**src/rtl/parallel_port_pkg.sv**
```systemverilog
// Shared constants for the debounced Avalon-MM input port: register map,
// edge-mode encodings and the post-reset priming length.
package parallel_port_pkg;

  localparam logic [1:0] REG_DATA         = 2'd0;
  localparam logic [1:0] REG_DEBOUNCE     = 2'd1;
  localparam logic [1:0] REG_IRQ_MASK     = 2'd2;
  localparam logic [1:0] REG_EDGE_CAPTURE = 2'd3;

  localparam int unsigned EDGE_RISING  = 0;
  localparam int unsigned EDGE_FALLING = 1;
  localparam int unsigned EDGE_ANY     = 2;

  localparam int unsigned PRIME_CYCLES = 3;

endpackage

```
**src/rtl/debounce_bit.sv**
```systemverilog
// One input bit: two-flop synchroniser, saturating debounce counter,
// committed stable level and single-cycle rise/fall pulses on commit.
module debounce_bit #(
  parameter int unsigned CNT_W = 20
) (
  input  logic             clk,
  input  logic             reset_n,
  input  logic             prime,
  input  logic [CNT_W-1:0] threshold,
  input  logic             din,
  output logic             dout,
  output logic             rise,
  output logic             fall
);

  logic             sync1_q;
  logic             sync2_q;
  logic             stable_q;
  logic             stable_d;
  logic [CNT_W-1:0] cnt_q;
  logic [CNT_W-1:0] cnt_d;
  logic             mismatch;
  logic             commit;

  always_comb begin
    mismatch = sync2_q ^ stable_q;
    commit   = ~prime & mismatch & (cnt_q >= threshold);
    stable_d = stable_q;
    cnt_d    = cnt_q;
    if (prime) begin
      // Adopt the synchronised level without reporting an edge.
      stable_d = sync2_q;
      cnt_d    = '0;
    end else if (!mismatch) begin
      cnt_d = '0;
    end else if (commit) begin
      stable_d = sync2_q;
      cnt_d    = '0;
    end else if (cnt_q != '1) begin
      cnt_d = cnt_q + CNT_W'(1);
    end
  end

  assign dout = stable_q;
  assign rise = commit & sync2_q;
  assign fall = commit & ~sync2_q;

  always_ff @(posedge clk) begin
    if (!reset_n) begin
      sync1_q  <= 1'b0;
      sync2_q  <= 1'b0;
      stable_q <= 1'b0;
      cnt_q    <= '0;
    end else begin
      sync1_q  <= din;
      sync2_q  <= sync1_q;
      stable_q <= stable_d;
      cnt_q    <= cnt_d;
    end
  end

endmodule

```
**src/rtl/parallel_port_irq.sv**
```systemverilog
// Debounced parallel input port: per-bit filters, register file with
// edge capture / interrupt mask, and a level-sensitive IRQ.
module parallel_port_irq
  import parallel_port_pkg::*;
#(
  parameter int unsigned WIDTH          = 4,
  parameter int unsigned CNT_W          = 20,
  parameter int unsigned DEBOUNCE_RESET = 1000000,
  parameter int unsigned EDGE_MODE      = 2
) (
  input  logic             clk,
  input  logic             reset_n,
  input  logic [1:0]       address,
  input  logic             chipselect,
  input  logic             read,
  input  logic             write,
  input  logic [31:0]      writedata,
  output logic [31:0]      readdata,
  output logic             irq,
  input  logic [WIDTH-1:0] in_port
);

  localparam logic [63:0] DEB_MASK64 = (64'd1 << CNT_W) - 64'd1;
  localparam logic [63:0] IN_MASK64  = (64'd1 << WIDTH) - 64'd1;
  localparam logic [31:0] DEB_MASK   = DEB_MASK64[31:0];
  localparam logic [31:0] IN_MASK    = IN_MASK64[31:0];
  localparam logic        MODE_RISE  = (EDGE_MODE != EDGE_FALLING);
  localparam logic        MODE_FALL  = (EDGE_MODE != EDGE_RISING);

  // Register words keep their unused upper bits at zero so reads need no masking.
  logic [31:0]      debounce_q;
  logic [31:0]      debounce_d;
  logic [31:0]      irq_mask_q;
  logic [31:0]      irq_mask_d;
  logic [WIDTH-1:0] edge_cap_q;
  logic [WIDTH-1:0] edge_cap_d;
  logic [31:0]      readdata_q;
  logic [31:0]      readdata_d;
  logic             irq_q;
  logic             irq_d;
  logic [1:0]       prime_cnt_q;
  logic [1:0]       prime_cnt_d;

  logic             prime;
  logic [WIDTH-1:0] stable;
  logic [WIDTH-1:0] rise;
  logic [WIDTH-1:0] fall;
  logic [WIDTH-1:0] edge_set;
  logic [WIDTH-1:0] edge_clr;
  logic [31:0]      rd_word;
  logic             wr_en;
  logic             rd_en;

  assign prime       = (prime_cnt_q != 2'(PRIME_CYCLES));
  assign prime_cnt_d = prime ? prime_cnt_q + 2'd1 : prime_cnt_q;

  for (genvar gi = 0; gi < WIDTH; gi++) begin : g_bit
    debounce_bit #(
      .CNT_W(CNT_W)
    ) u_debounce_bit (
      .clk      (clk),
      .reset_n  (reset_n),
      .prime    (prime),
      .threshold(debounce_q[CNT_W-1:0]),
      .din      (in_port[gi]),
      .dout     (stable[gi]),
      .rise     (rise[gi]),
      .fall     (fall[gi])
    );
  end

  assign edge_set = (rise & {WIDTH{MODE_RISE}}) | (fall & {WIDTH{MODE_FALL}});
  assign wr_en    = chipselect & write;
  assign rd_en    = chipselect & read;
  assign edge_clr = (wr_en && address == REG_EDGE_CAPTURE) ? writedata[WIDTH-1:0] : '0;

  always_comb begin
    debounce_d = debounce_q;
    irq_mask_d = irq_mask_q;
    if (wr_en && address == REG_DEBOUNCE) debounce_d = writedata & DEB_MASK;
    if (wr_en && address == REG_IRQ_MASK) irq_mask_d = writedata & IN_MASK;
    // A new edge wins over a simultaneous write-1-to-clear.
    edge_cap_d = (edge_cap_q & ~edge_clr) | edge_set;
    irq_d      = |(edge_cap_d & irq_mask_d[WIDTH-1:0]);
  end

  always_comb begin
    rd_word = '0;
    case (address)
      REG_DATA:     rd_word[WIDTH-1:0] = stable;
      REG_DEBOUNCE: rd_word = debounce_q;
      REG_IRQ_MASK: rd_word = irq_mask_q;
      default:      rd_word[WIDTH-1:0] = edge_cap_q;
    endcase
    readdata_d = rd_en ? rd_word : readdata_q;
  end

  always_ff @(posedge clk) begin
    if (!reset_n) begin
      debounce_q  <= 32'(DEBOUNCE_RESET) & DEB_MASK;
      irq_mask_q  <= '0;
      edge_cap_q  <= '0;
      readdata_q  <= '0;
      irq_q       <= 1'b0;
      prime_cnt_q <= '0;
    end else begin
      debounce_q  <= debounce_d;
      irq_mask_q  <= irq_mask_d;
      edge_cap_q  <= edge_cap_d;
      readdata_q  <= readdata_d;
      irq_q       <= irq_d;
      prime_cnt_q <= prime_cnt_d;
    end
  end

  assign readdata = readdata_q;
  assign irq      = irq_q;

endmodule

```
**config.mk**
```make
export PLATFORM = sky130hd
export DESIGN_NAME = parallel_port_irq
export DESIGN_NICKNAME = d
export VERILOG_FILES = /design/src/rtl/parallel_port_pkg.sv /design/src/rtl/debounce_bit.sv /design/src/rtl/parallel_port_irq.sv
export SDC_FILE = /design/constraint.sdc
export NUM_CORES = 1
export LEC_CHECK = 0
export ABC_AREA = 1
export CAP_MARGIN = 0
export CORE_ASPECT_RATIO = 0.9
export CORE_MARGIN = 1
export CORE_UTILIZATION = 40
export DETAILED_ROUTE_END_ITERATION = 7
export SYNTH_ARGS = -nofsm -noshare
export SYNTH_HDL_FRONTEND = slang
export SYNTH_HIERARCHICAL = 1
export SYNTH_SLANG_ARGS = --single-unit
export TNS_END_PERCENT = 50
```
**constraint.sdc**
```tcl
create_clock -name clk -period 3.7 [get_ports clk]
set_input_delay 0.37 -clock clk [delete_from_list [all_inputs] [get_ports clk]]
set_output_delay 0.37 -clock clk [all_outputs]
set_load 0.02 [all_outputs]
```
==> flow_metrics.py, run 1 <==
metrics = {
    "clock_tree": {
        "root_buffer": "clkbuf_16",
        "ctsLongestPathBuffers": 2,
        "cts_resized": 0,
        "cts_setup_buffers": 0,
        "ctsHoldBuffers": 0,
        "cts_buffers": 17,
        "cts_sinks": 143,
        "clk_latency_ns": 0.42,
        "path_clk_slew_ns": 0.06,
        "cts_htree_levels": 4,
        "cts_tree": "done",
    },
    "critical_path": {
        "cp-startpoint": "debounce_q[17]$_SDFFE_PN1P_",
        "r2r_start": "debounce_q[17]$_SDFFE_PN1P_",
        "crit_path_max_fanout": 20,
        "endpoint_kind": "flop",
        "cpPeakStageDelay_ns": 0.83,
        "cp-start-kind": "flop",
        "cp_cell_sequence": "inv_1 -> ha_1 -> nand2_1 -> inv_1 -> nand2_1 -> nor2_1 -> nand2_1 -> nand3_1 -> nor2_2 -> nand4_1 -> a21oi_1",
        "crit_type": "reg -> reg",
        "reg2regPathDepth": 11,
        "cp_slowest_cell": "nand4_1",
        "arrival_ns": 3.16,
        "r2r_end": "g_bit[3].u_debounce_bit/cnt_q[6]$_SDFFE_PP0P_",
        "path_common_cell": "nand2_1",
        "worstPathRequired_ns": 4.02,
        "r2r_slack_ns": 0.86,
    },
    "logic_synthesis": {
        "ys_seq_area_share_pct": 30.7,
        "synthAdderAreaFrac_pct": 11.4,
        "synth_area_um2": 9330,
        "yosysMostFrequentCell": "nand2_1",
        "avgSynthCellArea_um2": 6.79,
        "ys_warn_count": 6,
        "async_flop_share_pct": 0,
        "yosys-top-cells-count": "nand2_1, inv_1, nor2_1, dfxtp_1, ha_1",
        "synth_ff_type": "dfxtp_1",
        "synth_edf_count": 0,
        "synth.largest_area_cell": "dfxtp_1",
        "yosys.area_share.simple_pct": 33.1,
        "ys_types": 33,
        "muxShareOfSynthArea_pct": 0,
        "synthCells": 1373,
        "synth_compound_area_share_pct": 8.33,
        "synth_xor_area_share_pct": 4.60,
        "synth_top_cell_area_share_pct": 30.7,
        "synth.area.top_cells": "dfxtp_1, nand2_1, ha_1, inv_1, nor2_1",
        "ys_seq_elements": 143,
        "synth_top_family_by_area": "simple AND/OR/NAND/NOR gates",
    },
    "power": {
        "intPower_uw": 2800,
        "combPwrFrac_pct": 6.6,
        "p_leak_uw": 0.00476,
        "power.share.clock_pct": 49.4,
        "irDropWorstVdd_uv": 259,
        "swShare_pct": 23.2,
        "switching_power_uw": 846,
        "sequentialPowerShare_pct": 44.0,
        "p_per_area_nw_per_um2": 342,
    },
    "flow_run": {
        "drv_cap": 0,
    },
    "hold_path": {
        "whs_path_depth": 2,
        "min_to": "g_bit[1].u_debounce_bit/sync2_q$_SDFF_PN0_",
        "worst_hold_startpoint": "g_bit[1].u_debounce_bit/sync1_q$_SDFF_PN0_",
        "hold_class": "reg -> reg",
    },
    "layout": {
        "design_area_um2": 10700,
        "final_nets": 1553,
        "multi_input_area_um2": 5400,
        "regArea_um2": 2860,
        "fillCellCount": 2306,
        "antennaDiodeCount": 0,
        "syn2layout_area_growth_pct": 14.2,
        "drive_gt1_share_pct": 8.28,
    },
    "global_route": {
        "grt.overflow.total": 0,
        "grt_max_degree": 25,
        "grt_use_total_pct": 20.7,
        "grt_first_pass_wirelength_mm": 38.9,
        "grt_antenna_before_repair": 0,
        "grt_pass1_vias": 7738,
    },
    "floorplan": {
        "start_util_pct": 41.1,
        "num_io_pins": 76,
        "die_w_um": 163,
        "rows": 52,
        "dieArea_um2": 23900,
        "fp.dieH_um": 147,
        "core-area_um2": 22700,
    },
    "routing": {
        "viasPerCell": 4.74,
        "vias": 8220,
        "drt_wl_total_mm": 23.4,
        "dr.pass1.iters": 7,
        "ant_nets": 0,
        "drc": 0,
        "drt_iter0_drc": 437,
        "wl_per_cell_um": 13.5,
    },
    "placed_design": {
        "place_area_um2": 10000,
        "globalplace.congestion": 0.866,
        "place_ws_ns": 0.887,
        "dp_hpwl_mm": 17.7,
        "port_buffers": 51,
    },
    "timing": {
        "max_freq_mhz": 353,
        "fin_crit_sh_pct": 76.6,
        "finalSetupViolations": 0,
        "period_needed_ns": 2.84,
        "slew_headroom_pct": 30.4,
        "finClkSkew_ns": 0.00770,
        "slew_viol_final": 0,
        "fin_tns_setup_ns": 0,
        "fin_ws_ns": 0.864,
        "tightest_slew_ns": 1.04,
        "rsz0062_at_grt": "no",
        "finalHoldViolations": 0,
    },
    "run_status": {
        "status": "completed",
    },
}
-- sequential cells by signal, indices dropped and copies added, names as in the netlist --
name	count
debounce_q	20
g_bit.u_debounce_bit/cnt_q	80
edge_cap_q	4
prime_cnt_q	2
irq_mask_q	4
g_bit.u_debounce_bit/sync2_q	4
g_bit.u_debounce_bit/sync1_q	4
irq	1
readdata	20
g_bit.u_debounce_bit/dout	4
-- cell usage in the layout, fill, tap and decap left out, types with 5 or more instances in the layout --
cell type and count:
conb_1 12, xnor2_1 20, nor2_2 17, a21oi_2 12, a31oi_1 7, nand2_2 19, nand3_1 45, inv_2 6
o21ai_0 25, nor3_1 24, inv_1 223, clkbuf_16 17, clkinv_2 5, a21o_1 8, ha_1 85, clkdlybuf4s50_1 51
nor2_4 11, a21oi_1 75, xor2_1 29, nand4_1 28, nor3_2 8, nand2_1 334, nor2_1 186, o21ai_1 12
dfxtp_1 143
-- layer usage --
layer | track usage (%) | part of all wire, % | wire (um)
met1 | 27.8 | 50 | 11600
met2 | 34.1 | 46 | 10700
met3 | 3.27 | 3.6 | 831
met4 | 5.93 | 1.1 | 250
met5 | 0 | 0 | 0
-- final cells by class --
| type | count | share of cell area, % |
|---|---|---|
| Multi-Input combinational cell | 978 | 50.7 |
| Sequential cell | 143 | 26.9 |
| Inverter | 230 | 8.11 |
| Timing Repair Buffer | 55 | 5.08 |
| Clock buffer | 19 | 4.16 |
| Tap cell | 297 | 3.49 |
| Clock inverter | 12 | 1.57 |
-- worst max-delay path by stage --
stage / endpoint / cells past startpoint / slack (ns)
after floorplan: irq$_SDFF_PN0_ / 18 / 1.84
after global placement: g_bit[0].u_debounce_bit/cnt_q[16]$_SDFFE_PP0P_ / 11 / 0.92
after detailed placement: g_bit[3].u_debounce_bit/cnt_q[15]$_SDFFE_PP0P_ / 11 / 0.89
after CTS: g_bit[3].u_debounce_bit/cnt_q[3]$_SDFFE_PP0P_ / 11 / 0.86
after global routing: g_bit[1].u_debounce_bit/cnt_q[15]$_SDFFE_PP0P_ / 11 / 0.54
final: g_bit[3].u_debounce_bit/cnt_q[6]$_SDFFE_PP0P_ / 11 / 0.86
-- cell families after synthesis --
kind of cell | Yosys count
other | 1
XOR/XNOR | 49
buffers and inverters | 263
AND/OR/NAND/NOR | 692
flip-flops | 143
adder cells (fa/ha/maj) | 85
AO/OA/AOI/OAI | 140
-- metrics by stage --
step	util, %	std cells	power [uW]	hold WS (ns)
floorplan	-	1384	1790	0.390
CTS	46.9	1734	3690	0.411
detailed placement	44.2	1703	1880	0.396
global route	46.9	1734	3790	0.438
global placement	44.2	1703	1870	0.393
finish	46.9	1734	3650	0.409
-- worst max-delay path: cells and delay by family, from the launching register on --
kind,cells,cell delay [ns]
AND/OR/NAND/NOR,7,1.39
adder cells (fa/ha/maj),1,0.31
buffers and inverters,2,0.12
AO/OA/AOI/OAI,1,0.39
flip-flops,1,0.51
-- power groups by stage --
| stage | combinational [uW] | sequential [uW] | clock (uW) |
|---|---|---|---|
| after global routing | 275 | 1610 | 1910 |
| after CTS | 240 | 1610 | 1840 |
| after floorplan | 158 | 1630 | 0 |
| after global placement | 234 | 1640 | 0 |
| after detailed placement | 239 | 1640 | 0 |
| final | 240 | 1610 | 1800 |
Power figures use the tool's default switching activity.
==> inputs of run 2 (changes only) <==
clock period = 2.55 ns   (was 3.7 ns; I/O delays follow)
==> flow_metrics.py, run 2 (synthesized netlist as in run 1, its figures left out) <==
metrics = {
    "power": {
        "irDropWorstVdd_uv": 419,
        "p_leak_uw": 0.00491,
        "intPower_uw": 4170,
        "p_per_area_nw_per_um2": 498,
        "power.share.clock_pct": 50.3,
        "finalPower_uw": 5430,
        "swShare_pct": 23.2,
        "combPwrFrac_pct": 7.0,
        "switching_power_uw": 1260,
        "sequentialPowerShare_pct": 42.7,
    },
    "timing": {
        "max_freq_mhz": 445,
        "fin_ws_ns": 0.304,
        "fin_crit_sh_pct": 88.1,
        "rsz0062_at_grt": "no",
        "period_needed_ns": 2.25,
        "finalSetupViolations": 0,
        "finalHoldViolations": 0,
        "timing.hold.ws_ns": 0.368,
        "finClkSkew_ns": 0.0104,
        "slew_viol_final": 0,
        "fin_tns_setup_ns": 0,
    },
    "run_status": {
        "status": "completed",
    },
    "routing": {
        "viasPerCell": 4.77,
        "wl_per_cell_um": 13.8,
        "drt_iter0_drc": 459,
        "dr.pass1.iters": 5,
        "vias": 8392,
        "ant_nets": 0,
        "drt_wl_total_mm": 24.3,
        "drc": 0,
    },
    "critical_path": {
        "arrival_ns": 2.55,
        "reg2regPathDepth": 19,
        "crit_family": "simple AND/OR/NAND/NOR gates",
        "worstPathRequired_ns": 2.86,
        "r2r_start": "debounce_q[15]$_SDFFE_PN0P_",
        "endpoint_kind": "flop",
        "cp_cell_sequence": "buf_4 -> inv_1 -> ha_1 -> nand2_1 -> inv_1 -> nand2_1 -> nor2_1 -> nand2_1 -> nand3_1 -> nor2_2 -> nand2_1 -> nand2_1 -> nor2_1 -> nor2_1 -> nand2_1 -> nand2_1 -> nand2_1 -> nor2_1 -> nor2_1",
        "crit_buf_inv": 3,
        "cpPeakStageDelay_ns": 0.31,
        "cp_slowest_cell": "dfxtp_1",
        "r2r_slack_ns": 0.30,
        "path_common_cell": "nand2_1",
        "r2r_end": "irq$_SDFF_PN0_",
        "cp-start-kind": "flop",
        "crit_type": "reg -> reg",
        "crit_path_max_fanout": 6,
    },
    "layout": {
        "largest_reg_flops": 80,
        "final_cell_mix": "nand2_1, inv_1, nor2_1, dfxtp_1, ha_1",
        "drive_gt1_share_pct": 10.5,
        "regMostFlops": "g_bit.u_debounce_bit/cnt_q",
        "utilization_pct": 48.0,
        "syn2layout_area_growth_pct": 16.8,
        "antennaDiodeCount": 0,
        "final_common_cell": "nand2_1",
        "final_nets": 1579,
    },
    "clock_tree": {
        "cts_htree_levels": 4,
        "ctsLongestPathBuffers": 2,
        "path_clk_slew_ns": 0.06,
        "root_buffer": "clkbuf_16",
        "clk_latency_ns": 0.42,
        "cts_sinks": 143,
        "ctsHoldBuffers": 0,
        "cts_tree": "done",
        "cts_buffers": 17,
        "cts_resized": 0,
        "cts_setup_buffers": 0,
    },
    "floorplan": {
        "fp.dieH_um": 147,
        "dieArea_um2": 23900,
        "rows": 52,
        "start_util_pct": 41.1,
        "core-area_um2": 22700,
        "die_w_um": 163,
        "num_io_pins": 76,
    },
    "placed_design": {
        "dp_hpwl_mm": 18.3,
        "place_ws_ns": 0.224,
        "port_buffers": 51,
        "globalplace.congestion": 0.871,
    },
    "global_route": {
        "grt_use_total_pct": 21.6,
        "grt_first_pass_wirelength_mm": 40.6,
        "grt.overflow.total": 0,
        "grt_max_degree": 33,
        "grt_antenna_before_repair": 0,
        "grt_pass1_vias": 8077,
    },
    "hold_path": {
        "worst_hold_startpoint": "in_port[3]",
        "whs_path_depth": 3,
        "min_to": "g_bit[3].u_debounce_bit/sync1_q$_SDFF_PN0_",
        "hold_class": "in -> reg",
    },
    "flow_run": {
        "drv_cap": 0,
    },
}
==> run 2: cell type report <==
| class | count | area (um^2) |
|---|---|---|
| Clock buffer | 22 | 484 |
| Fill cell | 2299 | 11800 |
| Tap cell | 297 | 372 |
| Timing Repair Buffer | 81 | 748 |
| Clock inverter | 10 | 158 |
| Multi-Input combinational cell | 978 | 5400 |
| Sequential cell | 143 | 2870 |
| Inverter | 230 | 863 |
==> run 2: metal layers <==
metal,wire [um],global-route usage (%)
met1,11900,29.1
met2,10900,34.7
met3,888,3.64
met4,605,7.57
met5,0,0
==> run 2: power by group through the flow <==
stage	logic, uW	registers [uW]	clock network (uW)
detailed placement	377	2370	0
global route	428	2320	2880
global placement	371	2370	0
floorplan	229	2360	0
finish	377	2320	2730
CTS	379	2320	2790
==> run 2: how the worst max path moves through the flow <==
stage	endpoint	cells after the start	slack [ns]	start
after CTS	irq$_SDFF_PN0_	18	0.19	debounce_q[17]$_SDFFE_PN1P_
after detailed placement	irq$_SDFF_PN0_	18	0.22	debounce_q[17]$_SDFFE_PN1P_
after global placement	irq$_SDFF_PN0_	19	0.24	debounce_q[0]$_SDFFE_PN0P_
after floorplan	irq$_SDFF_PN0_	18	0.69	debounce_q[19]$_SDFFE_PN1P_
after global routing	irq$_SDFF_PN0_	19	0.01	debounce_q[15]$_SDFFE_PN0P_
final	irq$_SDFF_PN0_	19	0.30	debounce_q[15]$_SDFFE_PN0P_
==> run 2: metrics by stage <==
stage | instances | instance area, um^2
6_report | 1761 | 10900
5_1_grt | 1761 | 10900
4_1_cts | 1761 | 10900
3_5_place_dp | 1729 | 10200
3_3_place_gp | 1729 | 10200
2_1_floorplan | 1384 | 9370
==> run 2: worst register-to-register path, delay by kind of cell, from the launching register on <==
| family | cells | cell delay (ns) |
|---|---|---|
| buffers and inverters | 3 | 0.26 |
| flip-flops | 1 | 0.31 |
| adder cells (fa/ha/maj) | 1 | 0.30 |
| AND/OR/NAND/NOR | 15 | 1.27 |
==> inputs of run 3 (changes only) <==
GPL_ROUTABILITY_DRIVEN = 0   (was unset)
==> results of run 3 <==
No change in the layout: final DEF, timing and power equal those of run 2.
